### src/rtl/seq_detect_param_pkg.sv
// Shared defaults and helpers for the parametrised serial sequence detector.
package seq_det_pkg;

  localparam int PAT_W_DEF = 6;
  localparam int CNT_W_DEF = 8;
  localparam int LEN_DEF   = 6;
  localparam logic [PAT_W_DEF-1:0] PAT_DEF = 6'b101101;

  // Widest mask len_mask can build; callers size-cast down to their PAT_W.
  localparam int MASK_W = 32;

  // Width needed to hold a length in the range 0..pat_w.
  function automatic int lw_of(input int pat_w);
    return $clog2(pat_w + 1);
  endfunction

  // Mask with the low 'len' bits set; bits at and above 'len' are zero.
  function automatic logic [MASK_W-1:0] len_mask(input int unsigned len);
    logic [MASK_W-1:0] m;
    m = '0;
    for (int i = 0; i < MASK_W; i++) begin
      if (i < len) m[i] = 1'b1;
    end
    return m;
  endfunction

endpackage

### src/rtl/seq_detect_param_if.sv
// Bit-stream, configuration and result signals of the sequence detector.
// The master side drives the stream and configuration; the slave is the detector.
interface seq_detect_param_if
  import seq_det_pkg::*;
#(
  parameter int PAT_W = PAT_W_DEF,
  parameter int CNT_W = CNT_W_DEF,
  parameter int LW    = lw_of(PAT_W)
);

  logic             en_i;
  logic             in_i;
  logic             cfg_load_i;
  logic [PAT_W-1:0] pat_i;
  logic [LW-1:0]    pat_len_i;
  logic             overlap_i;
  logic             out_o;
  logic             out_q_o;
  logic [CNT_W-1:0] match_cnt_o;
  logic             cnt_sat_o;

  modport master (
    output en_i, in_i, cfg_load_i, pat_i, pat_len_i, overlap_i,
    input  out_o, out_q_o, match_cnt_o, cnt_sat_o
  );

  modport slave (
    input  en_i, in_i, cfg_load_i, pat_i, pat_len_i, overlap_i,
    output out_o, out_q_o, match_cnt_o, cnt_sat_o
  );

endinterface

### src/rtl/seq_detect_param_cmp.sv
// Combinational window comparator: the low len_i bits of the window must equal
// the low len_i bits of the pattern. A zero length never matches.
module seq_match_cmp
  import seq_det_pkg::*;
#(
  parameter int PAT_W = PAT_W_DEF,
  parameter int LW    = lw_of(PAT_W)
) (
  input  logic [PAT_W-1:0] window_i,
  input  logic [PAT_W-1:0] pat_i,
  input  logic [LW-1:0]    len_i,
  output logic             match_o
);

  logic [PAT_W-1:0] mask;

  // Mask off the bits above the active length, then compare what remains.
  // NOTE: every signal assigned in always_comb gets a value on every path
  // (here unconditionally) so no latch is inferred.
  always_comb begin
    mask    = PAT_W'(len_mask(32'(len_i)));
    match_o = (len_i != '0) && (((window_i ^ pat_i) & mask) == '0);
  end

endmodule

### src/rtl/seq_detect_param.sv
// Parametrised serial sequence detector.
// State is (hist, fill): the most recent valid bits and how many of them are
// fresh since the last clear. A match needs len-1 fresh history bits plus the
// incoming bit, so out is a same-cycle (Mealy) decode of the arriving bit.
// out_q is out delayed one edge; match_cnt counts detects and saturates.
module seq_detect_param
  import seq_det_pkg::*;
#(
  parameter int               PAT_W   = PAT_W_DEF,
  parameter int               CNT_W   = CNT_W_DEF,
  parameter logic [PAT_W-1:0] PAT_RST = PAT_W'(PAT_DEF),
  parameter int               LEN_RST = LEN_DEF
) (
  input logic              clk,
  input logic              rst,
  seq_detect_param_if.slave bus
);

  localparam int            LW        = lw_of(PAT_W);
  localparam logic [LW-1:0] PAT_W_L   = LW'(PAT_W);
  localparam logic [LW-1:0] LEN_RST_L = LW'(LEN_RST);

  // Configuration captured on cfg_load.
  logic [PAT_W-1:0] pat_q, pat_d;
  logic [LW-1:0]    len_q, len_d;
  logic             ovl_q, ovl_d;

  // Only PAT_W-1 history bits are kept: together with the incoming bit they
  // form the full PAT_W-bit comparison window. An older bit is never compared.
  logic [PAT_W-2:0] hist_q, hist_d;
  logic [LW-1:0]    fill_q, fill_d;

  logic             det_q, det_d;
  logic [CNT_W-1:0] cnt_q, cnt_d;

  logic [PAT_W-1:0] window;
  logic [LW-1:0]    len_cap;
  logic             pat_hit;
  logic             fill_ok;
  logic             cnt_sat;
  logic             det;

  assign window = {hist_q, bus.in_i};

  // Lengths above PAT_W are clamped when captured so len_q is always 0..PAT_W.
  assign len_cap = (bus.pat_len_i > PAT_W_L) ? PAT_W_L : bus.pat_len_i;

  seq_match_cmp #(
    .PAT_W (PAT_W),
    .LW    (LW)
  ) u_cmp (
    .window_i (window),
    .pat_i    (pat_q),
    .len_i    (len_q),
    .match_o  (pat_hit)
  );

  // Enough fresh history for the incoming bit to complete a pattern:
  // fill >= len-1, written as fill+1 >= len to stay unsigned.
  assign fill_ok = ({1'b0, fill_q} + 1'b1) >= {1'b0, len_q};

  assign cnt_sat = &cnt_q;

  // cfg_load takes priority over a valid bit, and that bit is dropped.
  assign det = bus.en_i & ~bus.cfg_load_i & fill_ok & pat_hit;

  // Next-state decode for configuration, history, fill, delayed detect and counter.
  always_comb begin
    pat_d  = pat_q;
    len_d  = len_q;
    ovl_d  = ovl_q;
    hist_d = hist_q;
    fill_d = fill_q;
    cnt_d  = cnt_q;
    det_d  = det;

    if (bus.cfg_load_i) begin
      pat_d  = bus.pat_i;
      len_d  = len_cap;
      ovl_d  = bus.overlap_i;
      hist_d = '0;
      fill_d = '0;
    end else if (bus.en_i) begin
      hist_d = window[PAT_W-2:0];
      if (det && !ovl_q) begin
        // Non-overlapping: the next match has to be built from fresh bits.
        fill_d = '0;
      end else if (fill_q != PAT_W_L) begin
        fill_d = fill_q + 1'b1;
      end
    end

    if (det && !cnt_sat) begin
      cnt_d = cnt_q + 1'b1;
    end
  end

  // State registers; reset restores the default pattern and clears all progress.
  // NOTE: sequential state uses non-blocking assignments so every register
  // samples its next value from the same pre-edge snapshot.
  always_ff @(posedge clk or posedge rst) begin
    if (rst) begin
      pat_q  <= PAT_RST;
      len_q  <= LEN_RST_L;
      ovl_q  <= 1'b1;
      hist_q <= '0;
      fill_q <= '0;
      det_q  <= 1'b0;
      cnt_q  <= '0;
    end else begin
      pat_q  <= pat_d;
      len_q  <= len_d;
      ovl_q  <= ovl_d;
      hist_q <= hist_d;
      fill_q <= fill_d;
      det_q  <= det_d;
      cnt_q  <= cnt_d;
    end
  end

  assign bus.out_o       = det;
  assign bus.out_q_o     = det_q;
  assign bus.match_cnt_o = cnt_q;
  assign bus.cnt_sat_o   = cnt_sat;

endmodule
### src/flat_wrapper.sv
// flat-port wrapper written by rule: the top's interface ports become plain ports
module seq_detect_param_flat import seq_det_pkg::*;
#(
  parameter int               PAT_W   = PAT_W_DEF,
  parameter int               CNT_W   = CNT_W_DEF,
  parameter logic [PAT_W-1:0] PAT_RST = PAT_W'(PAT_DEF),
  parameter int               LEN_RST = LEN_DEF
)
  (clk, rst, bus_en_i, bus_in_i, bus_cfg_load_i, bus_pat_i, bus_pat_len_i, bus_overlap_i, bus_out_o, bus_out_q_o, bus_match_cnt_o, bus_cnt_sat_o);
  seq_detect_param_if #(.PAT_W(PAT_W), .CNT_W(CNT_W)) bus_i ();
  input logic clk;
  input logic rst;
  input wire logic [$bits(bus_i.en_i)-1:0] bus_en_i;
  input wire logic [$bits(bus_i.in_i)-1:0] bus_in_i;
  input wire logic [$bits(bus_i.cfg_load_i)-1:0] bus_cfg_load_i;
  input wire logic [$bits(bus_i.pat_i)-1:0] bus_pat_i;
  input wire logic [$bits(bus_i.pat_len_i)-1:0] bus_pat_len_i;
  input wire logic [$bits(bus_i.overlap_i)-1:0] bus_overlap_i;
  output wire logic [$bits(bus_i.out_o)-1:0] bus_out_o;
  output wire logic [$bits(bus_i.out_q_o)-1:0] bus_out_q_o;
  output wire logic [$bits(bus_i.match_cnt_o)-1:0] bus_match_cnt_o;
  output wire logic [$bits(bus_i.cnt_sat_o)-1:0] bus_cnt_sat_o;
  assign bus_i.en_i = bus_en_i;
  assign bus_i.in_i = bus_in_i;
  assign bus_i.cfg_load_i = bus_cfg_load_i;
  assign bus_i.pat_i = bus_pat_i;
  assign bus_i.pat_len_i = bus_pat_len_i;
  assign bus_i.overlap_i = bus_overlap_i;
  assign bus_out_o = bus_i.out_o;
  assign bus_out_q_o = bus_i.out_q_o;
  assign bus_match_cnt_o = bus_i.match_cnt_o;
  assign bus_cnt_sat_o = bus_i.cnt_sat_o;
  seq_detect_param #(.PAT_W(PAT_W), .CNT_W(CNT_W), .PAT_RST(PAT_RST), .LEN_RST(LEN_RST)) u_core (.clk(clk), .rst(rst), .bus(bus_i));
endmodule
### config.mk
export PLATFORM = sky130hd
export DESIGN_NAME = seq_detect_param_flat
export DESIGN_NICKNAME = d
export VERILOG_FILES = /design/src/rtl/seq_detect_param_pkg.sv /design/src/rtl/seq_detect_param_if.sv /design/src/rtl/seq_detect_param_cmp.sv /design/src/rtl/seq_detect_param.sv /design/src/flat_wrapper.sv
export SDC_FILE = /design/constraint.sdc
export NUM_CORES = 1
export LEC_CHECK = 0
export BUFFER_PORTS_ARGS = -buffer_cell sky130_fd_sc_hd__clkbuf_2
export CAP_MARGIN = 20
export CORE_MARGIN = 1.5
export CORE_UTILIZATION = 44
export CTS_CLUSTER_SIZE = 30
export DETAILED_ROUTE_END_ITERATION = 10
export GPL_ROUTABILITY_DRIVEN = 0
export HOLD_SLACK_MARGIN = 0.05
export PLACE_DENSITY = 0.65
export SLEW_MARGIN = 20
export SYNTH_ARGS = -nofsm -noshare
export SYNTH_HDL_FRONTEND = slang
export SYNTH_SLANG_ARGS = --single-unit
### constraint.sdc
create_clock -name clk -period 6.4 [get_ports clk]
set_input_delay 1.28 -clock clk [delete_from_list [all_inputs] [get_ports clk]]
set_output_delay 1.28 -clock clk [all_outputs]
set_load 0.005 [all_outputs]
==> impl_metrics.prom <==
# TYPE chip_impl_metric gauge
chip_impl_info{name="outcome",value="finished clean"} 1
chip_impl_metric{name="die_h",unit="um"} 59.84
chip_impl_metric{name="first_global_vias",unit=""} 943
chip_impl_info{name="yosys.area.top_type",value="dfrtp_1"} 1
chip_impl_info{name="cp_slowest_cell",value="nor4b_4"} 1
chip_impl_info{name="synthTopCellsByArea",value="dfrtp_1 35%, dfstp_2 13%, xnor2_1 8.0%"} 1
chip_impl_metric{name="cts_buffer_depth",unit=""} 2
chip_impl_metric{name="worst_path_largest_cell_delay",unit="ns"} 0.52
chip_impl_info{name="crit_family",value="simple AND/OR/NAND/NOR gates"} 1
chip_impl_metric{name="number_of_buffers_inserted_for_hold_repair_after_clock_tree_synthesis",unit=""} 0
chip_impl_metric{name="worst_case_clock_skew",unit="ns"} 0.004432
chip_impl_info{name="holdCritStartpoint",value="u_core.bus.match_cnt_o[7]$_DFFE_PP0P_"} 1
chip_impl_metric{name="maxSlewHeadroom",unit=""} 0.3647
chip_impl_info{name="worst_setup_path_end_kind",value="primary output"} 1
chip_impl_metric{name="layout.nets",unit=""} 171
chip_impl_metric{name="ys_types",unit=""} 35
chip_impl_info{name="commonest_non_fill_non_tap_cell_in_the_layout",value="clkbuf_2"} 1
chip_impl_metric{name="hold_viol",unit=""} 0
chip_impl_metric{name="max_cap_violations",unit=""} 0
chip_impl_metric{name="die-area",unit="mm2"} 0.003580
chip_impl_metric{name="detail_route.first_pass.iterations",unit=""} 4
chip_impl_metric{name="grt_antenna_before_repair",unit=""} 0
chip_impl_metric{name="leakage",unit="nW"} 0.7508
chip_impl_metric{name="number_of_routed_nets_with_antenna_violations",unit=""} 0
chip_impl_metric{name="post_synthesis_simple_gate_area_fraction",unit=""} 0.1426
chip_impl_metric{name="first_iter_violations",unit=""} 24
chip_impl_metric{name="synth_area",unit="mm2"} 0.001421
chip_impl_metric{name="std_cell_rows",unit=""} 20
chip_impl_info{name="critPathMostFrequentCell",value="clkbuf_2"} 1
chip_impl_metric{name="io-pin-count",unit=""} 26
chip_impl_metric{name="place.port_buffers",unit=""} 25
chip_impl_metric{name="worst-path-max-fanout",unit=""} 23
chip_impl_metric{name="r2r_cells",unit=""} 8
chip_impl_metric{name="final_wirelength",unit="mm"} 2.467
chip_impl_metric{name="cp.required",unit="ns"} 5.12
chip_impl_info{name="layout.cells.most_common_list",value="25 x clkbuf_2, 20 x dfrtp_1, 13 x xnor2_1"} 1
chip_impl_metric{name="critPathArrivalTime",unit="ns"} 2.94
chip_impl_metric{name="finalSetupViolations",unit=""} 0
chip_impl_metric{name="antennaDiodeCount",unit=""} 0
chip_impl_metric{name="drc_viols",unit=""} 0
chip_impl_metric{name="cts.reportedPaths.clkPinSlew",unit="ns"} 0.14
chip_impl_info{name="timing.rr.start",value="u_core.fill_q[0]$_DFFE_PP0P_"} 1
chip_impl_metric{name="yosys.area_share.adder",unit=""} 0.05282
chip_impl_info{name="crit_start_category",value="input pin"} 1
chip_impl_metric{name="final.min_clock_period",unit="ns"} 4.223
chip_impl_metric{name="grt.total_usage",unit=""} 0.1547
chip_impl_metric{name="cts.repair_timing.setup_buffer_count",unit=""} 0
chip_impl_metric{name="period_utilization_post_route",unit=""} 0.6598
chip_impl_metric{name="area_growth",unit="%"} 12.41
chip_impl_metric{name="worstSkewPairLatency",unit="ns"} 0.32
chip_impl_metric{name="crit_buf_inv",unit=""} 2
chip_impl_metric{name="grt_first_pass_wirelength",unit="mm"} 4.174
chip_impl_metric{name="pwrdens",unit="mW/mm2"} 213.3
chip_impl_metric{name="grt_overflow_total",unit=""} 0
chip_impl_info{name="rr_endpoint",value="u_core.bus.match_cnt_o[6]$_DFFE_PP0P_"} 1
chip_impl_metric{name="cp.depth",unit=""} 5
chip_impl_info{name="worstSetupPathType",value="input pin to primary output"} 1
chip_impl_metric{name="yosysWarningCount",unit=""} 0
chip_impl_metric{name="netlist.area_leader.share",unit=""} 0.3521
chip_impl_info{name="clockRootBuffer",value="clkbuf_4"} 1
chip_impl_metric{name="avgRoutedWirePerCell",unit="um"} 12.78
chip_impl_metric{name="share_of_final_layout_standard_cells_stronger_than_drive_strength_1",unit=""} 0.3087
chip_impl_info{name="timing.hold.worst.class",value="register to register"} 1
chip_impl_metric{name="max_slew.worst_pin.slew",unit="ns"} 0.9471
chip_impl_metric{name="irDropWorstVdd",unit="V"} 0.0001178
chip_impl_metric{name="dp.final_hpwl",unit="mm"} 1.864
chip_impl_info{name="unrepaired_setup_endpoints_after_global_routing",value="no"} 1
chip_impl_metric{name="clock_sinks",unit=""} 27
chip_impl_metric{name="cts_buffers",unit=""} 3
chip_impl_info{name="tritoncts",value="done"} 1
chip_impl_metric{name="postSynthCellCount",unit=""} 125
chip_impl_metric{name="post_synth_edffs",unit=""} 0
chip_impl_metric{name="totalNegativeSetupSlack",unit="ns"} 0
chip_impl_metric{name="initial_core_util",unit=""} 0.4656
chip_impl_info{name="timing.critical_path.to",value="bus_out_o"} 1
chip_impl_metric{name="fmax",unit="MHz"} 236.8
chip_impl_metric{name="die_w",unit="um"} 59.84
chip_impl_info{name="synth_top_family_by_area",value="simple AND/OR/NAND/NOR gates"} 1
chip_impl_metric{name="ratio_of_routed_vias_to_standard_cells",unit=""} 5.073
chip_impl_metric{name="ctsHtreeMaxLevel",unit=""} 1
chip_impl_metric{name="yosys_register_bits",unit=""} 27
chip_impl_metric{name="final_cells",unit=""} 193
chip_impl_info{name="yosys_most_used_dff",value="dfrtp_1"} 1
chip_impl_metric{name="drv_slew",unit=""} 0
chip_impl_metric{name="post_synth_mux_area_share",unit=""} 0.1074
chip_impl_metric{name="avgSynthCellArea",unit="um2"} 11.37
chip_impl_info{name="setup.worst_path.start",value="bus_cfg_load_i"} 1
chip_impl_metric{name="cts_repair_resize_count",unit=""} 0
chip_impl_metric{name="synth_async_sr_flop_share",unit=""} 1.000
chip_impl_metric{name="flop_to_flop_setup_slack",unit="ns"} 3.92
chip_impl_metric{name="timing.hold.worst_path_depth",unit=""} 1
chip_impl_metric{name="mappedNetlistNets",unit=""} 146
chip_impl_metric{name="pin_count_of_the_biggest_net_entering_global_routing",unit=""} 28
chip_impl_metric{name="dp_cells",unit=""} 189
chip_impl_metric{name="sequential_share_of_the_synthesized_area",unit=""} 0.4815
chip_impl_info{name="critical_path.cell_chain",value="clkbuf_2, nand3b_1, nor4b_4, and2_1, clkbuf_2"} 1
chip_impl_metric{name="dr_total_vias",unit=""} 979
chip_impl_metric{name="synth-compound-area-share",unit=""} 0.08451
chip_impl_metric{name="synth_xor_xnor_area_share",unit=""} 0.08627
chip_impl_metric{name="postLayoutCoreUtil",unit=""} 0.5234
chip_impl_metric{name="core_region_area",unit="mm2"} 0.003053
chip_impl_metric{name="timing.hold.ws",unit="ns"} 0.5112
[per-stage QoR]
step                      worst slack, ns  cell area, um2  total power, W
after detailed placement            2.167            1572       0.0002711
after CTS                           2.154            1598       0.0003453
after global routing                2.038            1598       0.0003626
final                               2.177            1598       0.0003408
after floorplan                     2.836            1421       0.0002497
after global placement              2.248            1572       0.0002683
[kinds of logic after synthesis]
kind of cell | after synthesis
flip-flops | 27
XOR/XNOR | 14
AND/OR/NAND/NOR | 34
adder cells (fa/ha/maj) | 6
multiplexers | 14
AO/OA/AOI/OAI | 16
buffers and inverters | 14
[worst min-delay path by stage]
stage	endpoint	slack, ns
detailed placement	u_core.bus.match_cnt_o[7]$_DFFE_PP0P_	0.49
CTS	u_core.bus.match_cnt_o[7]$_DFFE_PP0P_	0.51
global placement	u_core.bus.match_cnt_o[7]$_DFFE_PP0P_	0.49
global route	u_core.bus.match_cnt_o[7]$_DFFE_PP0P_	0.55
floorplan	u_core.bus.match_cnt_o[7]$_DFFE_PP0P_	0.49
finish	u_core.bus.match_cnt_o[7]$_DFFE_PP0P_	0.51
[worst reg2reg max path, delay by kind of cell, from the launching register on]
kind / cells / cell delay, ns
AOI/OAI and AO/OA: 3 / 0.41
xor gates and xnor gates: 1 / 0.15
adders and majority gates: 2 / 0.53
DFF: 1 / 0.47
and+or+nand+nor: 2 / 0.81
[routing by layer]
| layer | vias up | wire length [um] | part of all wire | GRT usage |
|---|---|---|---|---|
| li1 | 486 | - | - | - |
| met1 | 476 | 1210 | 0.49 | 0.2083 |
| met2 | 15 | 1158 | 0.47 | 0.2547 |
| met3 | 2 | 77 | 0.031 | 0.02597 |
| met4 | 0 | 20 | 0.0081 | 0.04762 |
| met5 | - | 0 | 0 | 0 |
[layout make-up]
class	count	area, um2
flip-flops and latches	27	684.4
multi-input cells	84	673.1
well taps	44	55.05
repair buffers	25	125.1
fillers	297	1455
clock buffers	4	26.28
inverters	9	33.78
[power breakdown]
part	internal [W]	switching [W]	leakage, nW	total (W)
registers	0.000188	0.0000147	0.343	0.000203
logic	0.0000336	0.0000314	0.393	0.0000650
clock network	0.0000243	0.0000485	0.0150	0.0000729
[flip-flops by register name (all words and copies together) (netlist names)]
signal and flops:
u_core.len_q 3, u_core.bus.match_cnt_o 8, u_core.fill_q 3, u_core.ovl_q 1
u_core.bus.out_q_o 1, u_core.pat_q 6, u_core.hist_q 5
[cells in the mapped netlist, drive strengths merged (3+ instances only)]
cell type / count
dfrtp: 20
xnor2: 13
inv: 9
nor2: 9
dfstp: 7
mux2: 7
mux2i: 7
ha: 6
nand2: 6
nand4: 6
o21ai: 6
and3: 3
buf: 3
nand3: 3
Power figures use the tool's default switching activity.
